## config.mk

```make
export PLATFORM = sky130hd
export DESIGN_NAME = clkreq_seq
export DESIGN_NICKNAME = d
export VERILOG_FILES = /design/src/rtl/clkreq_seq.sv
export SDC_FILE = /design/constraint.sdc
export NUM_CORES = 1
export LEC_CHECK = 0
export BUFFER_PORTS_ARGS = -buffer_cell sky130_fd_sc_hd__buf_2
export CORE_MARGIN = 3
export CORE_UTILIZATION = 51
export DETAILED_ROUTE_END_ITERATION = 7
export GPL_TIMING_DRIVEN = 0
export PLACE_DENSITY = 0.85
export SLEW_MARGIN = 20
export SYNTH_ARGS = -nofsm -noshare
export SYNTH_HDL_FRONTEND = slang
export SYNTH_SLANG_ARGS = --single-unit
```

## constraint.sdc

```tcl
create_clock -name cpuclk_in -period 2.25 [get_ports cpuclk_in]
set_input_delay 0.1125 -clock cpuclk_in [delete_from_list [all_inputs] [get_ports cpuclk_in]]
set_output_delay 0.1125 -clock cpuclk_in [all_outputs]
set_load 0.05 [all_outputs]
```

## src/rtl/clkreq_seq.sv

```systemverilog
// -----------------------------------------------------------------------------
// clkreq_seq -- requester end of the dual-clock (HS/LS) switch handshake.
//
// Runs on the CPU clock. Decodes whether each bus cycle needs the slow (LS)
// clock, requests HS or LS from the clock controller, waits for the
// controller's synchronised "selected" status, stalls the CPU through RDY
// while a switch to LS completes, and lingers in LS for HOLD_CYCLES
// non-slow cycles before asking for HS again.
//
// Optional feature: define CLKREQ_SWITCH_CNT_EN to build the 16-bit
// completed-switch counter; otherwise switch_cnt_out is tied to zero.
//
// Parameters:
//   SYNC_STAGES  flops per status-input synchroniser (>= 2)
//   HOLD_CYCLES  consecutive non-slow LS cycles before requesting HS (>= 1)
//   TIMEOUT      cycles allowed per handshake before timeout_err_out is set
//
// Ports:
//   cpuclk_in          CPU clock (switched clock from the controller)
//   rst                asynchronous active-high reset
//   hs_en_in           high-speed mode permitted
//   cycle_valid_in     current cycle is a valid bus access
//   slow_access_in     access targets LS-only space (qualified by valid)
//   hsclk_selected_in  controller status: HS selected (asynchronous)
//   lsclk_selected_in  controller status: LS selected (asynchronous)
//   hsclk_sel_out      clock request, 1 = HS, 0 = LS
//   rdy_out            CPU RDY, 0 stalls the current cycle
//   timeout_err_out    sticky handshake-timeout flag
//   state_out          current FSM state encoding
//   switch_cnt_out     completed switch count (optional feature)
// -----------------------------------------------------------------------------
module clkreq_seq #(
    parameter int SYNC_STAGES = 2,
    parameter int HOLD_CYCLES = 4,
    parameter int TIMEOUT     = 64
) (
    input  logic        cpuclk_in,
    input  logic        rst,
    input  logic        hs_en_in,
    input  logic        cycle_valid_in,
    input  logic        slow_access_in,
    input  logic        hsclk_selected_in,
    input  logic        lsclk_selected_in,
    output logic        hsclk_sel_out,
    output logic        rdy_out,
    output logic        timeout_err_out,
    output logic [2:0]  state_out,
    output logic [15:0] switch_cnt_out
);

    typedef enum logic [2:0] {
        LS_RUN = 3'b001,
        REQ_HS = 3'b010,
        HS_RUN = 3'b011,
        REQ_LS = 3'b100
    } state_t;

    // The handshake counter doubles as the "time spent in REQ_LS" measure,
    // so it must be able to reach both TIMEOUT and SYNC_STAGES.
    localparam int TMAX = (TIMEOUT > SYNC_STAGES) ? TIMEOUT : SYNC_STAGES;
    localparam int LW   = $clog2(HOLD_CYCLES + 1);
    localparam int TW   = $clog2(TMAX + 1);

    localparam logic [LW-1:0] HOLD_L   = LW'(HOLD_CYCLES);
    localparam logic [TW-1:0] TMO_L    = TW'(TIMEOUT);
    localparam logic [TW-1:0] SETTLE_L = TW'(SYNC_STAGES);
    localparam logic [TW-1:0] TMAX_L   = TW'(TMAX);

    state_t                 state_q, state_d;
    logic                   hsclk_sel_q, hsclk_sel_d;
    logic [LW-1:0]          linger_q, linger_d;
    logic [TW-1:0]          tmo_q, tmo_d;
    logic                   tmo_err_q, tmo_err_d;
    logic [SYNC_STAGES-1:0] hs_sync_q, ls_sync_q;
    logic                   hs_sync, ls_sync;
    logic                   slow;
    logic                   rdy;
    logic [TW-1:0]          tmo_inc;

    assign slow    = cycle_valid_in & slow_access_in;
    assign hs_sync = hs_sync_q[SYNC_STAGES-1];
    assign ls_sync = ls_sync_q[SYNC_STAGES-1];
    assign tmo_inc = (tmo_q == TMAX_L) ? tmo_q : tmo_q + 1'b1;

    // Status synchronisers: stage 0 samples the asynchronous input.
    always_ff @(posedge cpuclk_in or posedge rst) begin
        if (rst) begin
            hs_sync_q <= '0;
            ls_sync_q <= '0;
        end else begin
            hs_sync_q <= {hs_sync_q[SYNC_STAGES-2:0], hsclk_selected_in};
            ls_sync_q <= {ls_sync_q[SYNC_STAGES-2:0], lsclk_selected_in};
        end
    end

    always_ff @(posedge cpuclk_in or posedge rst) begin
        if (rst) begin
            state_q     <= LS_RUN;
            hsclk_sel_q <= 1'b0;
            linger_q    <= '0;
            tmo_q       <= '0;
            tmo_err_q   <= 1'b0;
        end else begin
            state_q     <= state_d;
            hsclk_sel_q <= hsclk_sel_d;
            linger_q    <= linger_d;
            tmo_q       <= tmo_d;
            tmo_err_q   <= tmo_err_d;
        end
    end

    always_comb begin
        state_d   = state_q;
        linger_d  = '0;
        tmo_d     = '0;
        tmo_err_d = tmo_err_q;
        rdy       = 1'b1;
        case (state_q)
            LS_RUN: begin
                // Slow access beats an expired linger window.
                if (slow) begin
                    linger_d = '0;
                end else if (linger_q == HOLD_L && hs_en_in) begin
                    state_d = REQ_HS;
                end else if (linger_q != HOLD_L) begin
                    linger_d = linger_q + 1'b1;
                end else begin
                    linger_d = linger_q;
                end
            end
            REQ_HS: begin
                tmo_d = tmo_inc;
                // Abort beats completion; completion beats timeout.
                if (slow || !hs_en_in) begin
                    state_d = REQ_LS;
                end else if (hs_sync && !ls_sync) begin
                    state_d = HS_RUN;
                end else if (tmo_q >= TMO_L) begin
                    tmo_err_d = 1'b1;
                    state_d   = LS_RUN;
                end
            end
            HS_RUN: begin
                rdy = !slow;
                if (slow || !hs_en_in) begin
                    state_d = REQ_LS;
                end
            end
            REQ_LS: begin
                rdy   = 1'b0;
                tmo_d = tmo_inc;
                // Status seen in the first SYNC_STAGES cycles may predate the
                // request, so it is ignored. A timeout only flags: the CPU is
                // never released until LS is actually confirmed.
                if (ls_sync && !hs_sync && tmo_q >= SETTLE_L) begin
                    state_d = LS_RUN;
                end else if (tmo_q >= TMO_L) begin
                    tmo_err_d = 1'b1;
                end
            end
            default: begin
                state_d = LS_RUN;
            end
        endcase
        // Handshake counter restarts on every state entry.
        if (state_d != state_q) begin
            tmo_d = '0;
        end
    end

    assign hsclk_sel_d = (state_d == REQ_HS) || (state_d == HS_RUN);

    assign hsclk_sel_out   = hsclk_sel_q;
    assign rdy_out         = rdy;
    assign timeout_err_out = tmo_err_q;
    assign state_out       = state_q;

`ifdef CLKREQ_SWITCH_CNT_EN
    logic [15:0] switch_cnt_q;
    logic        switch_done;

    assign switch_done = ((state_q == REQ_HS) && (state_d == HS_RUN)) ||
                         ((state_q == REQ_LS) && (state_d == LS_RUN));

    always_ff @(posedge cpuclk_in or posedge rst) begin
        if (rst) begin
            switch_cnt_q <= 16'h0000;
        end else if (switch_done && switch_cnt_q != 16'hFFFF) begin
            switch_cnt_q <= switch_cnt_q + 16'd1;
        end
    end

    assign switch_cnt_out = switch_cnt_q;
`else
    assign switch_cnt_out = 16'h0000;
`endif

endmodule

```

=== Word level (Yosys, flattened, before mapping) ===
Index checks and enable logic that the tools add are counted.

* Logic and storage cells: 61
* Bits in registers: 19

* $add $sub $neg: 2
* $lt $le $gt $ge: 2
* Reductions and logical operators: 13
* Multiplexer cells: 21
* Bitwise gates (word level): 1
* Eq/ne operators: 15

{| class="wikitable"
|+ Operator list
! operator !! count
|-
| 3-bit two-way mux || 11
|-
| 7-bit two-way mux || 3
|-
| 3-bit by 2-bit == test with 1-bit output (second input constant) || 4
|-
| 3-bit one-hot mux with 4 select lines || 1
|-
| 7-bit by 1-bit adder with 7-bit output (second input constant) || 1
|-
| 7-bit == test (second input constant) || 1
|-
| 7-bit by 2-bit >= comparator with 1-bit output (second input constant) || 1
|-
| 7-bit >= comparator (second input constant) || 1
|-
| 3-bit == test (second input constant) || 2
|-
| 2-bit inequality test (second input constant) || 3
|-
| 1-bit logical AND || 4
|-
| 1-bit zero test || 4
|-
| 1-bit two-way mux || 4
|-
| 4-bit inequality test (second input constant) || 1
|-
| 1-bit one-hot mux with 2 select lines || 2
|-
| 4-bit AND reduction || 1
|-
| 3-bit by 1-bit adder with 3-bit output (second input constant) || 1
|-
| 3-bit by 1-bit == test with 1-bit output (second input constant) || 1
|-
| 3-bit by 2-bit inequality test with 1-bit output (second input constant) || 1
|-
| 3-bit inequality test || 1
|-
| 3-bit inequality test (second input constant) || 1
|-
| 1-bit logical OR || 2
|-
| 2-bit nonzero test || 1
|-
| 2-bit OR reduction || 1
|-
| 1-bit AND || 1
|}

=== Logic depth before layout (Yosys ltp) ===
* Depth in word-level cells: 7
* Gate-level depth with buffers: 6

=== Worst setup path after synthesis ===
Ideal clock, no wire load.

* Kind: flip-flop to output port
* Start point: register state_q[1] (netlist: state_out[1])
* End point: output rdy_out
* Buffers on the path: 1
* Cell stages (with the launch flop): 5
* Arrival: 1.880 ns
* Setup slack: 0.258 ns
* Data required time: 2.138 ns
* Cell sequence: dfrtp_1 clkbuf_1 nand2b_1 nor2_2 a21oi_1

* Cells in the longest elaborated chain, start to end: 2

{| class="wikitable"
|+ RTL lines
! what !! line !! RTL
|-
| start, declared || 69 || <nowiki>state_t state_q, state_d;</nowiki>
|-
| start signal, assigned || 104 || <nowiki>state_q <= state_d;</nowiki>
|-
| 3-bit == test or 3-bit by 2-bit == test with 1-bit output (tied branches) || 118 || <nowiki>case (state_q)</nowiki>
|-
| 1-bit one-hot mux with 2 select lines * || 118 ||
|-
| end, declared || 45 || <nowiki>output logic rdy_out,</nowiki>
|}

Every way passes the cells marked *; elsewhere a longest branch is shown, timed or not.

=== Worst setup path in the final report ===
* Start point: register tmo_q[0]
* End point: register tmo_q[3]

* Cells in the longest elaborated chain, start to end: 7

{| class="wikitable"
|+ RTL lines
! what !! line !! RTL
|-
| start, declared || 72 || <nowiki>logic [TW-1:0] tmo_q, tmo_d;</nowiki>
|-
| start signal, assigned || 107 || <nowiki>tmo_q <= tmo_d;</nowiki>
|-
| 7-bit >= comparator || 138 || <nowiki>end else if (tmo_q >= TMO_L) begin</nowiki>
|-
| 3-bit two-way mux || 138 ||
|-
| 3-bit two-way mux || 136 || <nowiki>end else if (hs_sync && !ls_sync) begin</nowiki>
|-
| 3-bit two-way mux || 134 || <nowiki>if (slow || !hs_en_in) begin</nowiki>
|-
| 3-bit one-hot mux with 4 select lines || 118 ||
|-
| 3-bit inequality test || 166 || <nowiki>if (state_d != state_q) begin</nowiki>
|-
| 3-bit by 2-bit inequality test with 1-bit output (no line) or 7-bit two-way mux (tied branches) || - ||
|}

Several ways; a longest one is shown, not always the timed one. The select of a mux whose other input is x is not followed.
A chain may end at the register's enable or synchronous reset.

==> results.sh <==
export IMPL_grt_pass1_vias=788
export IMPL_io_pins=29
export IMPL_tightestPinTransition_ps=717
export IMPL_die_h_um=52.4
export IMPL_relSlewSlack=0.521
export IMPL_worstSetupPathType="flip-flop to flip-flop"
export IMPL_clk_pin_slew_ps=110
export IMPL_final_common_cell="dfrtp_1"
export IMPL_hold_end="state_out[1]"
export IMPL_wl_um=2080
export IMPL_cp_max_fo=7
export IMPL_ant_nets=0
export IMPL_die_area_um2=2740
export IMPL_gp_congestion=0.903
export IMPL_regToRegSetupSlack_ps=360
export IMPL_grt_pass1_wl_um=3260
export IMPL_powerDensity_nw_per_um2=718
export IMPL_layout_common_cells="dfrtp_1 (18), buf_4 (16), conb_1 (16), buf_2 (13), nor2_1 (9)"
export IMPL_fin_crit_sh=0.840
export IMPL_drv_cap=0
export IMPL_n_fill_cell=190
export IMPL_synth_seq_cells=19
export IMPL_fp_dieW_um=52.4
export IMPL_coreArea_um2=2000
export IMPL_areaGrowthSynthToFinish_pct=18.9
export IMPL_cts_tree="done"
export IMPL_setup_violations=0
export IMPL_endpoint_kind="flip-flop"
export IMPL_synth_top_area_frac=0.411
export IMPL_ir_drop_uv=819
export IMPL_vias=900
export IMPL_hold_path_depth=3
export IMPL_clk_latency_ps=300
export IMPL_synth_seq_area_share=0.435
export IMPL_cts_buffers=3
export IMPL_cts_root_buffer_cell="clkbuf_4"
export IMPL_hp_class="primary input to flip-flop"
export IMPL_antenna_found_initial=0
export IMPL_reg2reg_from="tmo_q[0]"
export IMPL_track_usage=0.162
export IMPL_final_hold_viol_count=0
export IMPL_p_leak_uw=0.000659
export IMPL_drt_iter0_drc=26
export IMPL_drive_gt1_frac=0.255
export IMPL_grt_max_degree=20
export IMPL_fmax_mhz=529
export IMPL_synthDistinctLibCells=36
export IMPL_rows=16
export IMPL_dp_hpwl_um=1560
export IMPL_wl_per_cell_um=11.8
export IMPL_worstReg2RegEnd="tmo_q[3]"
export IMPL_drcViolationCount=0
export IMPL_start_kind="flip-flop"
export IMPL_netlist_area_um2=1100
export IMPL_insertedDiodeCount=0
export IMPL_htree_levels=1
export IMPL_critPathRequiredTime_ps=2420
export IMPL_final_cell_area_um2=1300
export IMPL_cts_sinks=19
export IMPL_dpl_cell_area_um2=1250
export IMPL_cp_arrival_ps=2060
export IMPL_fin_skew_ps=6.00
export IMPL_r2r_cells=6
export IMPL_nets=161
export IMPL_syn_area_per_cell_um2=9.53
export IMPL_synth_area_leaders="dfrtp_1 (41%), buf_4 (11%), ha_1 (4.6%), nor4_1 (4.0%), nor2_1 (3.1%)"
export IMPL_fin_crit_ps=1890
export IMPL_cts_buffer_depth=2
export IMPL_post_cts_buffers=0
export IMPL_yosys_warnings=0
export IMPL_drtPass1Iterations=4
export IMPL_io_buffer_count=12
export IMPL_outcome="complete, no violations"
export IMPL_fin_tns_setup_ps=0
export IMPL_holdCritStartpoint="hs_en_in"
export IMPL_syn_inst=115
export IMPL_synth_top_area_cell="dfrtp_1"
export IMPL_grt_setup_unrepaired="false"
export IMPL_vias_per_cell=5.11
export IMPL_slew_viol_final=0
export IMPL_overflow=0
export IMPL_initial_core_util=0.547
-- report_power, final --
part | internal (µW) | total (µW) | leakage (µW) | switching (µW)
sequential | 381 | 410 | 0.000249 | 29.1
clock | 66.4 | 177 | 0.0000177 | 111
combinational | 112 | 350 | 0.000393 | 238
-- cell families (layout without fill, tap and decap cells) --
group           Yosys count  in the layout  share of synthesized area
fa+ha+maj                 4              4                     0.0457
xor+xnor                  5              5                     0.0400
simple gates             38             38                      0.172
buf+inv                  26             45                      0.146
mux                       5              5                     0.0502
other cells               1             16                    0.00342
flops                    19             19                      0.435
compound gates           17             17                      0.107
-- Yosys cell counts --
cell type	number
o21ai_0	4
mux2i_1	3
nand3b_1	1
nor3_1	2
clkbuf_2	1
a21oi_1	5
ha_1	4
nor2b_1	1
a41o_1	1
dfstp_2	1
a32o_1	1
buf_2	1
conb_1	1
o21bai_1	1
nand2b_1	2
nor2_1	9
mux2i_2	1
a22oi_1	1
a311o_1	1
xor2_1	3
inv_1	7
xnor2_1	2
o311a_1	1
nor4_1	7
and3_1	1
mux2_2	1
nand2_1	8
a41oi_1	1
dfrtp_1	18
clkbuf_1	1
buf_4	16
nand3_1	4
o2bb2ai_1	1
nor2_2	1
or2_1	1
or3_1	1
-- metrics by stage --
step	utilization	hold WS, ps	worst slack, ps	std cells	total power (µW)
4_1_cts	0.651	109	381	176	944
3_5_place_dp	0.623	225	399	169	760
3_3_place_gp	0.623	221	475	169	738
6_report	0.651	124	360	176	937
5_1_grt	0.651	130	217	176	995
2_1_floorplan	-	62.9	258	130	694
-- repair_timing --
action                                  in CTS  in global routing
resized for setup                            0                  0
hold endpoints to repair                    20                  0
hold buffers                                 3                  0
endpoints found under the setup margin       0                  0
-- layer usage --
layer / up-vias / GRT usage / routed length (µm)
li1: 432 / - / -
met1: 413 / 0.218 / 853
met2: 49 / 0.242 / 1000
met3: 6 / 0.0199 / 188
met4: 0 / 0.106 / 39
met5: - / 0 / 0
-- registers in the layout, summed over array words and instances, names as in the netlist --
signal	cells
hsclk_sel_out	1
linger_q	3
ls_sync_q	2
tmo_q	7
state_out	3
hs_sync_q	2
timeout_err_out	1
-- area by class of cell --
cell class	instances	area (µm²)	area share
clock buffer	3	22.5	0.0173
multi-input combinational	85	515	0.395
sequential	19	477	0.366
clock inverter	1	5.00	0.00384
inverter	7	26.3	0.0202
timing repair buffer	15	90.1	0.0691
tap	27	33.8	0.0259
buffer	19	134	0.103
-- critical path, cell delays in order (launching register included) --
cell and delay [ps]:
dfrtp_1 440, inv_1 90, ha_1 150, nor2_1 40, a311o_1 370, a22oi_1 530, nor4_1 120
-- worst max-delay path by stage --
stage / start / endpoint / slack, ps / cells past startpoint
6_report: tmo_q[0] / tmo_q[3] / 360 / 6
4_1_cts: tmo_q[0] / tmo_q[3] / 380 / 6
5_1_grt: tmo_q[0] / tmo_q[3] / 220 / 6
3_3_place_gp: tmo_q[0] / tmo_q[1] / 470 / 6
2_1_floorplan: state_out[1] / rdy_out / 260 / 4
3_5_place_dp: tmo_q[0] / tmo_q[3] / 400 / 6
Note: power is estimated with default switching activity, not from simulation.
